$ cat src/rtl/enemy_scheduler.sv
// Per-game-tick enemy sequencer: scans the battlefront, routes player damage,
// strobes movement and periodically spawns a new enemy into the lowest free slot.
module enemy_scheduler #(
    parameter int NUM_SLOTS      = 4,
    parameter int SPAWN_INTERVAL = 8,
    parameter int POS_W          = 9
) (
    input  logic                       clk,
    input  logic                       reset,
    input  logic                       gameTick,
    input  logic                       enable,
    input  logic [NUM_SLOTS-1:0]       slotAlive,
    input  logic [NUM_SLOTS*POS_W-1:0] slotPos,
    input  logic [POS_W-1:0]           playerFront,
    input  logic [7:0]                 playerDamage,
    output logic [NUM_SLOTS-1:0]       moveSCEN,
    output logic [NUM_SLOTS-1:0]       damageSCEN,
    output logic [7:0]                 damageIn,
    output logic [NUM_SLOTS-1:0]       spawn,
    output logic [POS_W-1:0]           enemyFront,
    output logic [7:0]                 waveCount,
    output logic                       busy,
    output logic                       overrun
);

    localparam int IDX_W = (NUM_SLOTS > 1) ? $clog2(NUM_SLOTS) : 1;
    localparam logic [IDX_W-1:0] LAST_IDX = IDX_W'(NUM_SLOTS - 1);
    localparam logic [7:0] SPAWN_DUE = 8'(SPAWN_INTERVAL - 1);

    typedef enum logic [2:0] {
        QI,
        QScan,
        QDamage,
        QMove,
        QSpawn
    } state_t;

    state_t               state;
    state_t               state_next;
    logic [IDX_W-1:0]     idx;
    logic [IDX_W-1:0]     idx_next;
    logic [IDX_W-1:0]     acc_idx;
    logic [IDX_W-1:0]     acc_idx_next;
    logic [POS_W-1:0]     acc;
    logic [POS_W-1:0]     acc_next;
    logic [POS_W-1:0]     front_next;
    logic [POS_W-1:0]     scan_pos;
    logic                 found;
    logic                 found_next;
    logic [7:0]           spawn_count;
    logic [7:0]           spawn_count_next;
    logic [7:0]           wave_next;
    logic [7:0]           damage_in_next;
    logic [NUM_SLOTS-1:0] move_next;
    logic [NUM_SLOTS-1:0] damage_next;
    logic [NUM_SLOTS-1:0] spawn_next;
    logic [NUM_SLOTS-1:0] free_slots;
    logic [NUM_SLOTS-1:0] free_onehot;
    logic                 any_free;
    logic                 overrun_next;

    // Isolating the lowest set bit of the free mask picks the lowest free slot.
    assign free_slots  = ~slotAlive;
    assign free_onehot = free_slots & (~free_slots + NUM_SLOTS'(1));
    assign any_free    = |free_slots;
    assign scan_pos    = slotPos[idx*POS_W +: POS_W];

    always_comb begin
        state_next       = state;
        idx_next         = idx;
        acc_next         = acc;
        acc_idx_next     = acc_idx;
        found_next       = found;
        front_next       = enemyFront;
        spawn_count_next = spawn_count;
        wave_next        = waveCount;
        move_next        = '0;
        damage_next      = '0;
        damage_in_next   = '0;
        spawn_next       = '0;
        overrun_next     = overrun | (gameTick && (state != QI));

        case (state)
            QI: begin
                if (gameTick && enable) begin
                    state_next   = QScan;
                    idx_next     = '0;
                    acc_next     = '0;
                    acc_idx_next = '0;
                    found_next   = 1'b0;
                end
            end
            QScan: begin
                // Strictly-greater keeps the lowest index on a positional tie.
                if (slotAlive[idx] && (!found || (scan_pos > acc))) begin
                    acc_next     = scan_pos;
                    acc_idx_next = idx;
                    found_next   = 1'b1;
                end
                if (idx == LAST_IDX) begin
                    front_next = acc_next;
                    state_next = QDamage;
                end else begin
                    idx_next = idx + 1'b1;
                end
            end
            QDamage: begin
                if (found && (enemyFront >= playerFront) && (playerDamage != 8'd0)) begin
                    damage_next    = NUM_SLOTS'(1) << acc_idx;
                    damage_in_next = playerDamage;
                end
                state_next = QMove;
            end
            QMove: begin
                move_next  = slotAlive;
                state_next = QSpawn;
            end
            QSpawn: begin
                // A due spawn with no free slot leaves the counter parked so it retries next tick.
                if (spawn_count >= SPAWN_DUE) begin
                    if (any_free) begin
                        spawn_next       = free_onehot;
                        spawn_count_next = 8'd0;
                        if (waveCount != 8'hFF) begin
                            wave_next = waveCount + 8'd1;
                        end
                    end
                end else begin
                    spawn_count_next = spawn_count + 8'd1;
                end
                state_next = QI;
            end
            default: begin
                state_next = QI;
            end
        endcase
    end

    always_ff @(posedge clk or negedge reset) begin
        if (!reset) begin
            state <= QI;
        end else begin
            state <= state_next;
        end
    end

    always_ff @(posedge clk or negedge reset) begin
        if (!reset) begin
            idx         <= '0;
            acc         <= '0;
            acc_idx     <= '0;
            found       <= 1'b0;
            spawn_count <= 8'd0;
            moveSCEN    <= '0;
            damageSCEN  <= '0;
            damageIn    <= 8'd0;
            spawn       <= '0;
            enemyFront  <= '0;
            waveCount   <= 8'd0;
            busy        <= 1'b0;
            overrun     <= 1'b0;
        end else begin
            idx         <= idx_next;
            acc         <= acc_next;
            acc_idx     <= acc_idx_next;
            found       <= found_next;
            spawn_count <= spawn_count_next;
            moveSCEN    <= move_next;
            damageSCEN  <= damage_next;
            damageIn    <= damage_in_next;
            spawn       <= spawn_next;
            enemyFront  <= front_next;
            waveCount   <= wave_next;
            busy        <= (state != QI);
            overrun     <= overrun_next;
        end
    end

endmodule

$ cat config.mk
export PLATFORM = sky130hd
export DESIGN_NAME = enemy_scheduler
export DESIGN_NICKNAME = d
export VERILOG_FILES = /design/src/rtl/enemy_scheduler.sv
export SDC_FILE = /design/constraint.sdc
export NUM_CORES = 1
export LEC_CHECK = 0
export CAP_MARGIN = 5
export CORE_MARGIN = 5
export CORE_UTILIZATION = 35
export CTS_BUF_LIST = sky130_fd_sc_hd__clkbuf_8
export DETAILED_ROUTE_END_ITERATION = 10
export HOLD_SLACK_MARGIN = 0.03
export MAX_ROUTING_LAYER = met4
export PLACE_DENSITY_LB_ADDON = 0.15
export SYNTH_ARGS = -nofsm -noshare
export SYNTH_HDL_FRONTEND = slang
export SYNTH_SLANG_ARGS = --single-unit
export TNS_END_PERCENT = 5
$ cat constraint.sdc
create_clock -name clk -period 8.7 [get_ports clk]
set_input_delay 1.74 -clock clk [delete_from_list [all_inputs] [get_ports clk]]
set_output_delay 1.74 -clock clk [all_outputs]
set_load 0.005 [all_outputs]
==> key figures, run 1 <==
STA
  • Final period utilization: 53.7%
  • WHS: 472 ps
  • RSZ-0062 raised after global routing: no
  • Fin. Hold Viols: 0
  • Final setup vio count: 0
  • Slew of the pin with the lowest slew margin: 1130 ps
  • Clock Skew: 8.69 ps
  • Min Tclk post-route: 4670 ps
  • Setup TNS Final: 0 ps
  • Slew HR: 23.9%
  • Max Freq: 0.214 GHz
  • Fin worst setup slack: 4030 ps
  • Pins Over Slew Limit: 0

Floorplanning
  • I/O pin cnt: 100
  • Initial Util: 35.7%
  • Die W: 110 µm
  • Full die area: 12,000 µm²
  • Number of cell rows: 36
  • Die Y: 110 µm
  • Placeable Area: 9730 µm²

Final layout
  • Filler instances: 913
  • Area Overhead vs Synth: 38.6%
  • Commonest cells after routing, fill and taps aside: 98 x clkdlybuf4s50_1, 64 x dfrtp_1, 34 x inv_1
  • Final std cells w/o fill: 571
  • Ant diodes: 0
  • Commonest non-fill, non-tap cell in the layout: clkdlybuf4s50_1
  • Final core utilization: 49.5%
  • Final #Nets: 515
  • Layout cells sized above 1: 8.90%

Worst setup path
  • CP Depth: 8
  • Reg2Reg Setup Slack: 4930 ps
  • Crit path cell chain: clkdlybuf4s50_1 > mux4_2 > ha_1 > nand2_1 > o2111ai_1 > o211ai_1 > nor4_4 > mux2i_1
  • Required time worst endpoint: 8960 ps
  • Worst r2r src: idx[0]$_DFFE_PN0P_
  • Largest fanout on the critical path: 12
  • CP Class: in2reg
  • Critical Path Slowest Stage Cell: nor4_4
  • Reg2reg path depth: 7
  • Reg2reg end: acc[7]$_DFFE_PN0P_
  • Slowest stage delay, CP: 940 ps
  • Crit end category: flip-flop
  • Arr. time, crit path: 4930 ps
  • CP Launch Type: input port
  • Buf/Inv on CP: 1
  • Cell family with most CP delay: simple AND/OR/NAND/NOR gates

Run status
  • Status: completed

Power
  • Power Dens Cells: 295 nW/µm²
  • Worst vdd ir: 0.111 mV
  • P_leak: 2.11 nW

CTS
  • Clock-pin slew on the worst setup and hold paths: 80 ps
  • Resize count post-CTS: 0
  • Hold buffers post-CTS: 0
  • CTS tree: done
  • CTS Sinks: 64
  • CTS Root Buffer Type: clkbuf_8
  • H-Tree Depth: 3
  • Clk Latency, worst-skew pair: 340 ps
  • Clk buf depth: 2
  • Buffer count from post-CTS setup fixing: 0
  • Total CTS buffers: 9

Detailed routing
  • Vias per cell: 4.95
  • DR WL/cell: 14.7 µm
  • Routed vias: 2,824
  • First DRT Iteration DRCs: 176
  • Final WL: 8.38 mm
  • Drt drc: 0
  • ANT nets after route: 0
  • Drt pass-1 iters: 5

Global routing
  • Initial antenna violation count: 0
  • Gr usage total: 15.3%
  • Largest net degree at the start of global routing: 65
  • First-pass GRT wire length: 13.9 mm
  • GR Overflow Total: 0
  • Vias in the first global route: 2,866

Yosys
  • Mapped Nets: 416
  • Synth Cell Area: 3470 µm²
  • Mean Syn Cell Area: 10.4 µm²
  • Post-synth top area cell: dfrtp_1
  • Register area share after synthesis: 46.1%
  • Main synth FF type: dfrtp_1
  • Synth top area share: 46.1%
  • Number of flops mapped to enable cells by yosys: 0
  • Synth top area cells: dfrtp_1 46%, ha_1 7.6%, mux4_2 5.8%
  • Post-synth ARST share: 100%
  • YS warnings: 0
  • Post-Syn Instances: 334
  • Synth Register Bits: 64
  • Yosys cell types: 49

Placed design
  • DP Worst Slack: 3670 ps
  • Placed insts: 555
  • Placed wire-length estimate: 6.49 mm
  • GP Congestion: 0.862
  • Input/output buffers: 99

Worst hold path
  • Hold path cells: 1
  • Worst Hold Class: reg2reg
  • Hold path endpoint: overrun$_DFF_PN0_
  • Hold Crit Start: overrun$_DFF_PN0_

Run
  • Total of max-cap violations: 0
kinds of logic after synthesis:
logic type	Yosys count	share of synthesized area (%)
simple gates	109	16.9
buf+inv	46	5.26
compound gates	62	11.8
fa+ha+maj	21	7.56
xor+xnor	7	1.77
flops	64	46.1
mux	25	10.6
layout make-up:
cell class | count | area, µm² | share of cell area [%]
Timing Repair Buffer | 100 | 993 | 20.6
Tap cell | 133 | 166 | 3.46
Multi-Input combinational cell | 224 | 1700 | 35.2
Clock buffer | 9 | 124 | 2.57
Sequential cell | 64 | 1600 | 33.3
Inverter | 34 | 128 | 2.65
Clock inverter | 7 | 105 | 2.18
worst max-delay path by stage:
stage / slack [ps] / endpoint / startpoint
after floorplan: 4860 / acc[0]$_DFFE_PN0P_ / slotPos[35]
after global placement: 3790 / acc_idx[0]$_DFFE_PN0P_ / slotPos[35]
after detailed placement: 3670 / acc[7]$_DFFE_PN0P_ / slotPos[26]
after CTS: 4030 / acc[7]$_DFFE_PN0P_ / slotPos[26]
after global routing: 3830 / acc[6]$_DFFE_PN0P_ / slotPos[33]
final: 4030 / acc[7]$_DFFE_PN0P_ / slotPos[35]
stage by stage:
step / power, mW / instance area, µm²
5_1_grt: 1.54 / 4810
3_3_place_gp: 1.13 / 4580
3_5_place_dp: 1.14 / 4580
2_1_floorplan: 0.915 / 3470
6_report: 1.42 / 4810
4_1_cts: 1.44 / 4810
registers in the layout (all words and copies together) (netlist names), 3 cells and up:
register / count
waveCount: 8
damageIn: 8
state: 3
enemyFront: 9
moveSCEN: 4
spawn: 4
damageSCEN: 4
spawn_count: 8
acc: 9
Yosys cell counts, types with 8 or more instances:
| cell | n |
|---|---|
| inv_1 | 34 |
| nand3_1 | 13 |
| a21oi_1 | 19 |
| o21ai_0 | 14 |
| ha_1 | 21 |
| mux4_2 | 9 |
| nand2_1 | 30 |
| a31oi_1 | 10 |
| nor2_1 | 20 |
| dfrtp_1 | 64 |
| mux2i_1 | 14 |
| nand4_1 | 8 |
where the power goes:
group	leakage, nW	internal, mW	switching, mW
Clock	0.112	0.165	0.125
Sequential	0.822	0.379	0.109
Combinational	1.17	0.314	0.327
Total	2.11	0.857	0.561
routing by layer:
metal	global-route usage, %	share of wire [%]
met3	2.35	5.0
met5	-	0
met4	6.14	1.1
met1	19.6	47
met2	24.3	47
Power figures use the tool's default switching activity.
==> run 2, diff against run 1 <==
Clock period 8.7 ns to 4.24 ns, I/O delays scaled along.
==> run 2 against run 1 <==
Against the previous run: worst setup slack worse by 3300 ps; final cell count is 0.88% higher; design area grew 0.73%; global-route usage is essentially flat; non-clock buffer count grew 5; critical path depth increased by 1; clock power increased by 110%; worst hold slack lost 0.79 ps; critical path type unchanged; largest cell class unchanged.
==> key figures, run 2 (synthesized netlist as in run 1, its figures left out) <==
Run status
  • Status: completed

STA
  • Min Tclk post-route: 3480 ps
  • Pins Over Slew Limit: 0
  • Final period utilization: 82.0%
  • RSZ-0062 raised after global routing: no
  • Setup TNS Final: 0 ps
  • Fin worst setup slack: 763 ps
  • Max Freq: 0.288 GHz
  • Slew HR: 33.0%
  • Fin. Hold Viols: 0
  • WHS: 471 ps
  • Slew of the pin with the lowest slew margin: 1000 ps
  • Final setup vio count: 0
  • Clock Skew: 13.3 ps

Power
  • Worst vdd ir: 0.260 mV
  • Power Dens Cells: 609 nW/µm²
  • P_leak: 2.13 nW

Worst setup path
  • Reg2Reg Setup Slack: 830 ps
  • Largest fanout on the critical path: 11
  • CP Launch Type: input port
  • CP Class: in2reg
  • Slowest stage delay, CP: 510 ps
  • Required time worst endpoint: 4500 ps
  • Arr. time, crit path: 3740 ps
  • Critical Path Slowest Stage Cell: mux4_2
  • Crit path cell chain: clkdlybuf4s50_1 > mux4_2 > ha_1 > nand2_1 > o2111ai_1 > o211ai_1 > nor4_4 > buf_4 > mux2i_1
  • Critical Path Start: slotPos[35]
  • Worst r2r src: idx[0]$_DFFE_PN0P_
  • Crit end category: flip-flop

Global routing
  • Vias in the first global route: 2,821
  • Largest net degree at the start of global routing: 42
  • First-pass GRT wire length: 13.9 mm
  • GR Overflow Total: 0
  • Initial antenna violation count: 0
  • Gr usage total: 15.3%

Final layout
  • Filler instances: 908
  • Biggest regs: acc: 9 flops, enemyFront: 9 flops
  • Commonest non-fill, non-tap cell in the layout: clkdlybuf4s50_1
  • Final #Nets: 520
  • Layout cells sized above 1: 9.93%
  • Commonest cells after routing, fill and taps aside: 98 x clkdlybuf4s50_1, 64 x dfrtp_1, 34 x inv_1
  • Area Overhead vs Synth: 39.6%
  • Ant diodes: 0

CTS
  • Hold buffers post-CTS: 0
  • Clk buf depth: 2
  • Clock-pin slew on the worst setup and hold paths: 80 ps
  • CTS Root Buffer Type: clkbuf_8
  • Total CTS buffers: 9
  • Buffer count from post-CTS setup fixing: 0
  • CTS tree: done
  • Resize count post-CTS: 0
  • CTS Sinks: 64
  • H-Tree Depth: 3
  • Clk Latency, worst-skew pair: 350 ps

Run
  • Total of max-cap violations: 0

Floorplanning
  • Full die area: 12,000 µm²
  • Initial Util: 35.7%
  • I/O pin cnt: 100
  • Die Y: 110 µm
  • Number of cell rows: 36
  • Placeable Area: 9730 µm²
  • Die W: 110 µm

Detailed routing
  • First DRT Iteration DRCs: 102
  • Drt pass-1 iters: 4
  • Vias per cell: 4.88
  • Final WL: 8.52 mm
  • Drt drc: 0
  • DR WL/cell: 14.8 µm
  • Routed vias: 2,808
  • ANT nets after route: 0

Worst hold path
  • Worst Hold Class: reg2reg
  • Hold Crit Start: overrun$_DFF_PN0_

Placed design
  • Placed wire-length estimate: 6.61 mm
  • Input/output buffers: 99
  • DP Worst Slack: 453 ps
  • GP Congestion: 0.867
[run 2: cell types whose count changed in the layout (fill, tap and decap cells not counted)]
cell,delta
clkinv_4,-1
buf_4,+5
inv_6,+2
inv_8,-1
[run 2: per-layer routing]
layer  wire length [µm]  up-vias  GRT usage, %
met2               3880       88          22.9
met1               4130     1322          20.8
met4                 68        0          5.08
li1                   -     1394             -
met3                445        4          2.99
met5                  0        -             -
[run 2: layout make-up]
class | instances | area [µm²] | area share (%)
flip-flops and latches | 64 | 1600 | 33.0
clock inverters | 7 | 103 | 2.12
clock buffers | 9 | 124 | 2.55
repair buffers | 105 | 1030 | 21.3
inverters | 34 | 128 | 2.63
well taps | 133 | 166 | 3.43
multi-input cells | 224 | 1700 | 35.0
[run 2: path summary, 6_finish.rpt]
path,to,depth (start not counted)
worst max-delay path,acc[7]$_DFFE_PN0P_,9
worst min-delay path,overrun$_DFF_PN0_,1
worst max register to register,acc[7]$_DFFE_PN0P_,8
worst min register to register,overrun$_DFF_PN0_,1
max in group asynchronous,found$_DFFE_PN0P_,2
min in group asynchronous,damageIn[7]$_DFF_PN0_,1
[run 2: stage by stage]
step                      power, mW  util [%]  cells  area (µm²)
after detailed placement       2.38      47.5    560        4620
after global routing           3.19      49.8    576        4850
after CTS                      2.98      49.8    576        4850
final                          2.95      49.8    576        4850
after global placement         2.35      47.5    560        4620
after floorplan                1.88         -    334        3470
[run 2: report_power, final]
part | internal, mW | switching, mW | leakage, nW
logic | 0.677 | 0.696 | 1.20
registers | 0.778 | 0.207 | 0.822
clock network | 0.337 | 0.259 | 0.110
[run 2: critical path, delay by kind of cell]
family / cells / cell delay (ps)
AO/OA/AOI/OAI: 2 / 670
adder cells (fa/ha/maj): 1 / 340
buffers and inverters: 2 / 690
multiplexers: 2 / 730
AND/OR/NAND/NOR: 2 / 470
==> run 3, diff against run 2 <==
Clock period 4.24 ns to 3.1 ns, I/O delays scaled along.
==> run 3 against run 2 <==
Against the previous run: non-clock buffer count rose by 14; clock power up 52%; power grew 46%; utilization grew 1.8 points; first-iteration DRC count increased by 71%; largest cell class unchanged; sequential power grew 34%; routed wire length is 1.6% higher; critical path depth up 1; flip-flop and latch count is the same.
==> key figures, run 3 (synthesized netlist as in run 1, its figures left out) <==
Floorplanning
  • Initial Util: 35.7%
  • Number of cell rows: 36
  • Placeable Area: 9730 µm²
  • Die W: 110 µm
  • Full die area: 12,000 µm²
  • Die Y: 110 µm
  • I/O pin cnt: 100

Global routing
  • Vias in the first global route: 2,909
  • Initial antenna violation count: 0
  • First-pass GRT wire length: 14.3 mm
  • Largest net degree at the start of global routing: 35
  • Gr usage total: 15.6%
  • GR Overflow Total: 0

Placed design
  • Placed wire-length estimate: 6.77 mm
  • Input/output buffers: 99
  • GP Congestion: 0.783

Worst setup path
  • Required time worst endpoint: 3360 ps
  • Crit end category: flip-flop
  • Critical Path Start: slotPos[35]
  • Setup crit end: enemyFront[0]$_DFFE_PN0P_
  • Reg2reg end: enemyFront[1]$_DFFE_PN0P_
  • CP Class: in2reg
  • Reg2Reg Setup Slack: 230 ps
  • Arr. time, crit path: 3160 ps
  • CP Launch Type: input port
  • Reg2reg path depth: 10
  • Largest fanout on the critical path: 10
  • Worst r2r src: idx[0]$_DFFE_PN0P_

CTS
  • Clk buf depth: 2
  • CTS tree: done
  • Hold buffers post-CTS: 0
  • Resize count post-CTS: 0
  • CTS Root Buffer Type: clkbuf_8
  • Clk Latency, worst-skew pair: 340 ps
  • CTS Sinks: 64
  • Buffer count from post-CTS setup fixing: 0
  • Clock-pin slew on the worst setup and hold paths: 80 ps
  • H-Tree Depth: 3
  • Total CTS buffers: 9

STA
  • Fin. Hold Viols: 0
  • Max Freq: 0.344 GHz
  • Pins Over Slew Limit: 0
  • Min Tclk post-route: 2910 ps
  • Slew of the pin with the lowest slew margin: 716 ps
  • WHS: 330 ps
  • Slew HR: 52.2%
  • RSZ-0062 raised after global routing: yes
  • Final period utilization: 93.8%
  • Final setup vio count: 0
  • Clock Skew: 12.2 ps

Run status
  • Status: completed

Power
  • Worst vdd ir: 0.349 mV
  • P_leak: 2.23 nW
  • Total design power: 4.32 mW
  • Power Dens Cells: 860 nW/µm²

Final layout
  • Commonest non-fill, non-tap cell in the layout: clkdlybuf4s50_1
  • Biggest regs: acc: 9 flops, enemyFront: 9 flops
  • Commonest cells after routing, fill and taps aside: 98 x clkdlybuf4s50_1, 64 x dfrtp_1, 34 x inv_1
  • Ant diodes: 0
  • Filler instances: 945
  • Layout cells sized above 1: 13.1%
  • Area Overhead vs Synth: 44.5%
  • Final #Nets: 534

Detailed routing
  • First DRT Iteration DRCs: 174
  • Drt drc: 0
  • Vias per cell: 4.87
  • ANT nets after route: 0
  • DR WL/cell: 14.7 µm
  • Drt pass-1 iters: 4
  • Final WL: 8.65 mm
  • Routed vias: 2,876

Worst hold path
  • Worst Hold Class: in2async

Run
  • Total of max-cap violations: 0
-- run 3: changes by cell type in the layout (fill, tap and decap cells not counted), sizes merged --
cell,before,now
bufinv,2,3
clkinvlp,1,0
buf,7,21
clkinv,2,1
inv,36,37
-- run 3: per-layer routing --
| metal | up-vias | track usage [%] | part of all wire (%) |
|---|---|---|---|
| met2 | 94 | 23.4 | 46 |
| met4 | 0 | 5.43 | 1.5 |
| met5 | - | - | 0 |
| met3 | 10 | 2.58 | 5.9 |
| met1 | 1352 | 21.6 | 47 |
| li1 | 1420 | - | - |
-- run 3: metrics by stage --
stage               util (%)  setup TNS, ps  worst slack, ps  instances  instance area, µm²
detailed placement      48.8          -3590             -225        574                4750
global placement        48.8          -2110             -134        574                4750
finish                  51.6              0              193        590                5020
global route            51.6          -25.8            -13.8        590                5020
CTS                     51.4              0              118        590                5000
floorplan                  -              0              284        334                3470
-- run 3: worst min path at each step --
stage	from	endpoint	slack, ps	depth (start not counted)
global placement	overrun$_DFF_PN0_	overrun$_DFF_PN0_	450	1
detailed placement	overrun$_DFF_PN0_	overrun$_DFF_PN0_	450	1
finish	reset	waveCount[2]$_DFFE_PN0P_	330	1
CTS	reset	waveCount[2]$_DFFE_PN0P_	340	1
global route	reset	waveCount[4]$_DFFE_PN0P_	390	1
floorplan	reset	acc[0]$_DFFE_PN0P_	320	0
-- run 3: power breakdown --
group	internal (mW)	switching [mW]	leakage [nW]
sequential	1.06	0.255	0.822
combinational	1.08	1.02	1.28
clock	0.544	0.361	0.125
total	2.69	1.63	2.23
-- run 3: cell type report --
type                            count  area, µm²  share of cell area, %
Clock buffer                        9        124                   2.47
Tap cell                          133        166                   3.32
Multi-Input combinational cell    224       1710                   34.0
Sequential cell                    64       1600                   31.9
Timing Repair Buffer              119       1170                   23.3
Inverter                           34        128                   2.54
Clock inverter                      7        125                   2.49
-- run 3: worst max-delay path, stage by stage --
cell             delay [ps]
clkdlybuf4s50_1         400
mux4_2                  500
ha_1                    330
nand2_1                  70
o2111ai_2               250
buf_4                   160
o211ai_1                130
buf_4                   200
or3_1                   340
a31oi_1                 160
